<file path="src/rtl/servo_pwm_capture_pkg.sv">
// Shared constants and state type for the servo PWM generators and the capture block.
package servo_pkg;

   localparam int unsigned PW            = 17;
   localparam int unsigned PULSE_MIN     = 50_000;
   localparam int unsigned PULSE_MAX     = 100_000;
   localparam int unsigned CENTER        = 62_500;
   localparam int unsigned FRAME_TIMEOUT = 1_500_000;
   localparam int unsigned FILT_DEPTH    = 4;

   typedef enum logic [1:0] {
      S_SYNC = 2'd0,
      S_LOW  = 2'd1,
      S_HIGH = 2'd2
   } state_t;

   function automatic logic width_in_range(input int unsigned w,
                                           input int unsigned lo,
                                           input int unsigned hi);
      return (w >= lo) && (w <= hi);
   endfunction

endpackage

</file>
<file path="src/rtl/servo_pwm_capture_ch.sv">
// One capture channel: synchronizer, glitch filter, edge detect, width/timeout FSM.
module pwm_capture_ch #(
   parameter int unsigned PW            = servo_pkg::PW,
   parameter int unsigned FILT          = servo_pkg::FILT_DEPTH,
   parameter int unsigned MIN_PULSE     = servo_pkg::PULSE_MIN,
   parameter int unsigned MAX_PULSE     = servo_pkg::PULSE_MAX,
   parameter int unsigned DEFAULT_WIDTH = servo_pkg::CENTER,
   parameter int unsigned FRAME_TIMEOUT = servo_pkg::FRAME_TIMEOUT
) (
   input  logic          clk,
   input  logic          rst,
   input  logic          pwm,
   output logic [PW-1:0] width,
   output logic          valid,
   output logic          err,
   output logic          ok
);
   import servo_pkg::*;

   localparam int unsigned FW = (FILT > 1) ? $clog2(FILT) : 1;
   localparam int unsigned TW = $clog2(FRAME_TIMEOUT);
   localparam logic [FW-1:0] FLAST = FW'(FILT - 1);
   localparam logic [TW-1:0] TLAST = TW'(FRAME_TIMEOUT - 1);

   logic          sync1;
   logic          sync2;
   logic [1:0]    primed;
   logic          filt;
   logic [FW-1:0] fcnt;
   logic          filt_q;
   logic          rise_q;
   logic          fall_q;
   state_t        state;
   logic [PW-1:0] wcnt;
   logic [TW-1:0] tcnt;

   // Two-flop synchronizer; primed marks when sync2 holds a real post-reset sample.
   always_ff @(posedge clk) begin
      if (rst) begin
         sync1  <= 1'b0;
         sync2  <= 1'b0;
         primed <= '0;
      end else begin
         sync1  <= pwm;
         sync2  <= sync1;
         primed <= {primed[0], 1'b1};
      end
   end

   // Glitch filter: level follows sync2 only after FILT consecutive differing samples.
   always_ff @(posedge clk) begin
      if (rst) begin
         filt <= 1'b0;
         fcnt <= '0;
      end else if (sync2 != filt) begin
         if (fcnt == FLAST) begin
            filt <= sync2;
            fcnt <= '0;
         end else begin
            fcnt <= fcnt + 1'b1;
         end
      end else begin
         fcnt <= '0;
      end
   end

   // Registered edge events of the filtered level; rise and fall see identical delay.
   always_ff @(posedge clk) begin
      if (rst) begin
         filt_q <= 1'b0;
         rise_q <= 1'b0;
         fall_q <= 1'b0;
      end else begin
         filt_q <= filt;
         rise_q <= filt & ~filt_q;
         fall_q <= ~filt & filt_q;
      end
   end

   // Width measurement, range check and frame timeout; timeout takes priority over a fall.
   always_ff @(posedge clk) begin
      if (rst) begin
         state <= S_SYNC;
         wcnt  <= '0;
         tcnt  <= '0;
         width <= PW'(DEFAULT_WIDTH);
         valid <= 1'b0;
         err   <= 1'b0;
         ok    <= 1'b0;
      end else begin
         valid <= 1'b0;
         err   <= 1'b0;
         case (state)
            S_SYNC: begin
               // Leave only once the pin is genuinely sampled low with no pending filter change,
               // so a pulse already in progress at reset is never measured.
               tcnt <= '0;
               if (primed[1] && !sync2 && !filt && (fcnt == '0)) begin
                  state <= S_LOW;
               end
            end
            S_LOW, S_HIGH: begin
               if (tcnt == TLAST) begin
                  ok    <= 1'b0;
                  tcnt  <= '0;
                  state <= S_SYNC;
               end else if (state == S_LOW) begin
                  if (rise_q) begin
                     state <= S_HIGH;
                     wcnt  <= PW'(1);
                     tcnt  <= '0;
                  end else begin
                     tcnt <= tcnt + 1'b1;
                  end
               end else begin
                  tcnt <= tcnt + 1'b1;
                  if (fall_q) begin
                     state <= S_LOW;
                     if (width_in_range(32'(wcnt), MIN_PULSE, MAX_PULSE)) begin
                        width <= wcnt;
                        valid <= 1'b1;
                        ok    <= 1'b1;
                     end else begin
                        err <= 1'b1;
                     end
                  end else if (wcnt != '1) begin
                     wcnt <= wcnt + 1'b1;
                  end
               end
            end
            default: state <= S_SYNC;
         endcase
      end
   end

endmodule

</file>
<file path="src/rtl/servo_pwm_capture.sv">
// Multi-channel servo PWM pulse-width decoder; one independent capture channel per input.
module servo_pwm_capture #(
   parameter int unsigned NCH           = 4,
   parameter int unsigned PW            = servo_pkg::PW,
   parameter int unsigned FILT          = servo_pkg::FILT_DEPTH,
   parameter int unsigned MIN_PULSE     = servo_pkg::PULSE_MIN,
   parameter int unsigned MAX_PULSE     = servo_pkg::PULSE_MAX,
   parameter int unsigned DEFAULT_WIDTH = servo_pkg::CENTER,
   parameter int unsigned FRAME_TIMEOUT = servo_pkg::FRAME_TIMEOUT
) (
   input  logic              CLOCK_50,
   input  logic              rst,
   input  logic [NCH-1:0]    pwm_in,
   output logic [NCH*PW-1:0] width_out,
   output logic [NCH-1:0]    width_valid,
   output logic [NCH-1:0]    range_err,
   output logic [NCH-1:0]    signal_ok
);
   import servo_pkg::*;

   for (genvar k = 0; k < NCH; k++) begin : g_ch
      pwm_capture_ch #(
         .PW            (PW),
         .FILT          (FILT),
         .MIN_PULSE     (MIN_PULSE),
         .MAX_PULSE     (MAX_PULSE),
         .DEFAULT_WIDTH (DEFAULT_WIDTH),
         .FRAME_TIMEOUT (FRAME_TIMEOUT)
      ) u_ch (
         .clk   (CLOCK_50),
         .rst   (rst),
         .pwm   (pwm_in[k]),
         .width (width_out[k*PW +: PW]),
         .valid (width_valid[k]),
         .err   (range_err[k]),
         .ok    (signal_ok[k])
      );
   end

endmodule

</file>
<file path="config.mk">
export PLATFORM = sky130hd
export DESIGN_NAME = servo_pwm_capture
export DESIGN_NICKNAME = d
export VERILOG_FILES = /design/src/rtl/servo_pwm_capture_pkg.sv /design/src/rtl/servo_pwm_capture_ch.sv /design/src/rtl/servo_pwm_capture.sv
export SDC_FILE = /design/constraint.sdc
export NUM_CORES = 1
export LEC_CHECK = 0
export CAP_MARGIN = 20
export CORE_ASPECT_RATIO = 1.25
export CORE_MARGIN = 1
export CORE_UTILIZATION = 40
export DETAILED_ROUTE_END_ITERATION = 10
export GPL_TIMING_DRIVEN = 0
export PLACE_DENSITY = 0.65
export SLEW_MARGIN = 20
export SYNTH_ARGS = -nofsm -noshare
export SYNTH_HDL_FRONTEND = slang
export SYNTH_HIERARCHICAL = 1
export SYNTH_SLANG_ARGS = --single-unit
</file>
<file path="constraint.sdc">
create_clock -name CLOCK_50 -period 5.1 [get_ports CLOCK_50]
set_input_delay 1.02 -clock CLOCK_50 [delete_from_list [all_inputs] [get_ports CLOCK_50]]
set_output_delay 1.02 -clock CLOCK_50 [all_outputs]
set_load 0.01 [all_outputs]
</file>
After elaboration in Yosys (flattened, before gate mapping) --
Index checks and enable logic that the tools add are counted.
Word-level totals: output and inout port bits 80, flip-flop bits (word level) 280, bits of input ports 6, word-level logic and storage cells 332
Cells by class: magnitude comparators 8, bitwise operators 36, muxes and demuxes 84, reduce and logical (&&, ||, !) cells 80, equality and inequality tests 48, add/sub/neg operators 12
Operator list (number):
- 2-to-1 mux 17 bit | 16
- 2-to-1 mux 21 bit | 12
- case mux 21 bit (2 select lines) | 4
- adder 21 x 1 -> 21 bit, second input constant | 4
- equality test 21 bit, second input constant | 4
- adder 17 x 1 -> 17 bit, second input constant | 4
- >= comparator 17 x 16 -> 1 bit, second input constant | 4
- <= comparator 17 bit, second input constant | 4
- != test 17 bit, second input constant | 4
- 2-to-1 mux 2 bit | 20
- AND reduction 5 bit | 8
- nonzero test 2 bit | 16
- 2-to-1 mux 1 bit | 28
- inverter 1 bit | 28
- != test 2 x 1 -> 1 bit, second input constant | 12
- OR reduction 5 bit | 4
- equality test 2 bit, second input constant | 8
- logical AND 1 bit | 16
- zero test 2 bit | 8
- != test 4 x 1 -> 1 bit, second input constant | 4
- != test 4 x 2 -> 1 bit, second input constant | 4
- case mux 2 bit (2 select lines) | 4
- AND reduction 4 bit | 4
- AND reduction 3 bit | 4
- other kinds (9) | 44

Logic depth before layout (Yosys ltp) --
depth after elaboration 6, gate-level depth with buffers 13, depth with buffers taken out 10

Modules after synthesis --
Netlist, hierarchy kept.
By module, submodules not included:
- pwm_capture_ch (g_ch[0].u_ch ...) | times used 3, cells an instance 386, area each 3420.8 µm²
- pwm_capture_ch (g_ch[3].u_ch) | times used 1, cells an instance 384, area each 3324.4 µm²

Least setup slack after synthesis --
OpenSTA, ideal clock, no wires.
kind register to register, start reg g_ch[3].u_ch.wcnt[5], end reg g_ch[3].u_ch.wcnt[3], clock period less this slack 2.604 ns, path slack 2.496 ns, buffers on the path 2, arrival 2.534 ns, cell stages (with the launch flop) 13, data required time 5.030 ns, cell sequence dfxtp_1 -> nand4_2 -> or4_4 -> or3_1 -> nor2_1 -> ha_1 -> or3_1 -> nand2_1 -> o211ai_2 -> buf_6 -> buf_2 -> o21ai_0 -> a21oi_1
On the way: cells in the longest elaborated chain, start to end 3
RTL lines:
- from (decl) | RTL line servo_pwm_capture_ch.sv:34 | logic [PW-1:0] wcnt;
- from (signal assigned) | RTL line servo_pwm_capture_ch.sv:127 | wcnt <= wcnt + 1'b1;
- != test 17 bit | RTL line servo_pwm_capture_ch.sv:126 | end else if (wcnt != '1) begin
- nonzero test 2 bit (no line)
- AND reduction 5 bit (no line)
Every way passes these cells. A chain may end at the register's enable or synchronous reset.

Worst setup path in the final report --
Same ends and word-level chain as after synthesis.

==> flow_summary.ini <==
[global_route]
use_met2 = 0.328
grt.busiest_layer = met2
use_met3 = 0.0243
grt_max_degree = 15
grt_pass1_wl_um = 52400
antenna_found_initial = 1
grtUsageTotal = 0.178
use_met1 = 0.213
grt_pass1_vias = 10861
overflow = 0

[detailed_routing]
drt_pass1_iterations = 4
drt_drc_violations_left = 0
viasPerCell = 5.39
drt_iter0_markers = 544
avgRoutedWirePerCell_um = 15.0
drt_wl_total_um = 31500
via_count = 11335
ant_nets = 0

[clock_tree]
cts_root_buf = clkbuf_16
post_cts_buffers = 0
postCtsHoldBufs = 0
cts_made_buffers = 29
cts_max_level = 1
clk_pin_slew_worst_paths_ns = 0.06
cts_tree = yes
clkLatencyLatePin_ns = 0.56
cts.sinks = 280
cts.repair.resized = 0
cts_buffer_depth = 3

[placement]
placed_cells = 2050
dp_hpwl_um = 22700
io_buffers = 85
gp_congestion = 0.840

[pwr]
power.leakage_nw = 5.19
pwr-share-clk = 0.417
p_int_w = 0.00387
power_w = 0.00538
p_seq_frac = 0.429
ir_worst_vdd_mv = 0.240
power_frac_comb = 0.154
p_sw_w = 0.00152
powerDensity_nw_per_um2 = 337
p_sw_frac = 0.282

[floorplanning]
num_rows = 75
start_util = 0.406
core_area_um2 = 33500
io_pins = 86
chipWidth_um = 167
die_h_um = 208
die-area_um2 = 34700

[hold_path]
min_from = g_ch[3].u_ch/filt_q$_SDFF_PP0_
worst_hold_path_type = flop to flop
hold_depth = 1

[sta]
period_needed_ns = 3.06
post-route-period-util = 0.600
skew_ns = 0.0154
setup_viol = 0
slew_headroom = 0.578
maxSlewViolCount = 0
tightest_slew_ns = 0.631
rsz0062_at_grt = no
fmax_mhz = 327
hold_viol_final = 0
setup_tns_ns = 0

[synthesis]
syn-instance-count = 1542
yosysTopAreaCellShare = 0.413
synthTopCellsByArea = dfxtp_1, nor2_1, mux2i_1
syn-num-nets = 1592
ys.flop_type = dfxtp_1
yosysWarnings = 6
synth-seq-cells = 280
ys_types = 71
ys_async_sr_fraction = 0
syn-mean-instance-area_um2 = 8.81
synth_edf_count = 0
synth_area_leader_cell = dfxtp_1
yosysSeqAreaShare = 0.413
syn_area_um2 = 13600

[final_layout]
mostFrequentLayoutCells = dfxtp_1, nor2_1, nand2_1
num-fill-cells = 3169
final_layout_size_suffix_gt1_frac = 0.0827
final_common_cell = dfxtp_1
area_delta_synth_final_pct = 17.7
layoutNonFillerInstCount = 2104
finalNetCount = 1708
antennaDiodeCount = 0

[worst_setup_path]
arrival_ns = 3.54
path_max_fanout = 10
slowest_delay_ns = 0.54
path_depth = 12
critPathKind = flop to flop
cp_top_family = simple AND/OR/NAND/NOR gates
crit_slowest_cell = or4_4
endpoint_kind = flop
r2r_cells = 12
worstReg2RegStart = g_ch[3].u_ch/wcnt[5]$_SDFFE_PP0P_
crit_buf_inv = 2
r2r_slack_ns = 2.04
critPathMostFrequentCell = or3_1
crit_chain = nand4_2, or4_4, or3_1, nor2_1, ha_1, or3_1, nand2_1, o211ai_2, buf_6, buf_2, o21ai_0, a21oi_1
crit_start = g_ch[3].u_ch/wcnt[5]$_SDFFE_PP0P_
required_ns = 5.58
cp-start-kind = flop

[job]
drv_cap = 0

[outcome]
status = complete, no violations
state kept, by name, indices dropped and copies added (netlist names):
register	count
g_ch.u_ch/valid	4
g_ch.u_ch/tcnt	84
g_ch.u_ch/rise_q	4
g_ch.u_ch/wcnt	68
g_ch.u_ch/ok	4
g_ch.u_ch/filt_q	4
g_ch.u_ch/fall_q	4
g_ch.u_ch/width	68
g_ch.u_ch/filt	4
g_ch.u_ch/fcnt	8
g_ch.u_ch/primed	8
g_ch.u_ch/sync2	4
g_ch.u_ch/state	8
g_ch.u_ch/sync1	4
g_ch.u_ch/err	4
final timing paths:
kind                                        to
min             g_ch[3].u_ch/rise_q$_SDFF_PP0_
min reg2reg     g_ch[3].u_ch/rise_q$_SDFF_PP0_
max reg2reg  g_ch[3].u_ch/wcnt[3]$_SDFFE_PP0P_
max          g_ch[3].u_ch/wcnt[3]$_SDFFE_PP0P_
power by group through the flow:
stage | Combinational [W] | Clock [W] | Sequential [W]
2_1_floorplan | 0.000602 | 0 | 0.00234
3_3_place_gp | 0.000805 | 0 | 0.00236
3_5_place_dp | 0.000821 | 0 | 0.00236
4_1_cts | 0.000826 | 0.00230 | 0.00231
5_1_grt | 0.000924 | 0.00239 | 0.00232
6_report | 0.000827 | 0.00224 | 0.00231
Yosys cell counts, types with 11 or more instances:
master,n
o21ai_0,48
mux2i_1,72
or3_1,33
nand3_1,41
buf_2,11
clkbuf_1,33
and3_1,14
nand4_1,53
dfxtp_1,280
inv_1,69
buf_6,22
a21oi_1,75
ha_1,44
nand2_1,141
or4_1,36
o31ai_1,31
xor2_1,38
and2_1,12
nor2_1,196
nor2b_1,28
and4_1,11
xnor2_1,43
nor3_1,25
stage by stage:
stage | worst slack [ns] | util | cell area (um2) | hold slack (ns)
2_1_floorplan | 2.50 | - | 13600 | 0.383
3_3_place_gp | 1.55 | 0.447 | 15000 | 0.389
3_5_place_dp | 1.52 | 0.447 | 15000 | 0.401
4_1_cts | 2.06 | 0.477 | 16000 | 0.410
5_1_grt | 1.80 | 0.477 | 16000 | 0.429
6_report | 2.04 | 0.477 | 16000 | 0.404
logic make-up (layout without fill, tap and decap cells):
logic type      Yosys count  in the layout  synth area share
fa+ha+maj                44             44            0.0405
xor+xnor                 81             81            0.0522
mux                      72             72            0.0530
compound gates          251            251             0.125
flops                   280            280             0.413
buf+inv                 145            284            0.0597
simple gates            669            669             0.257
per-layer routing:
layer,vias up,wire length [um]
met5,-,17
met4,2,540
met3,42,1180
met2,191,15900
met1,5406,13800
li1,5694,-
cell type report:
cell class                 instances  area, um2  area share
multi-input combinational       1117       7170       0.449
clock inverter                    11        161      0.0101
sequential                       280       5610       0.351
timing repair buffer              85        851      0.0532
clock buffer                      43        858      0.0537
inverter                          69        259      0.0162
buffer                            76        552      0.0345
tap                              423        529      0.0331
Power figures use the tool's default switching activity.
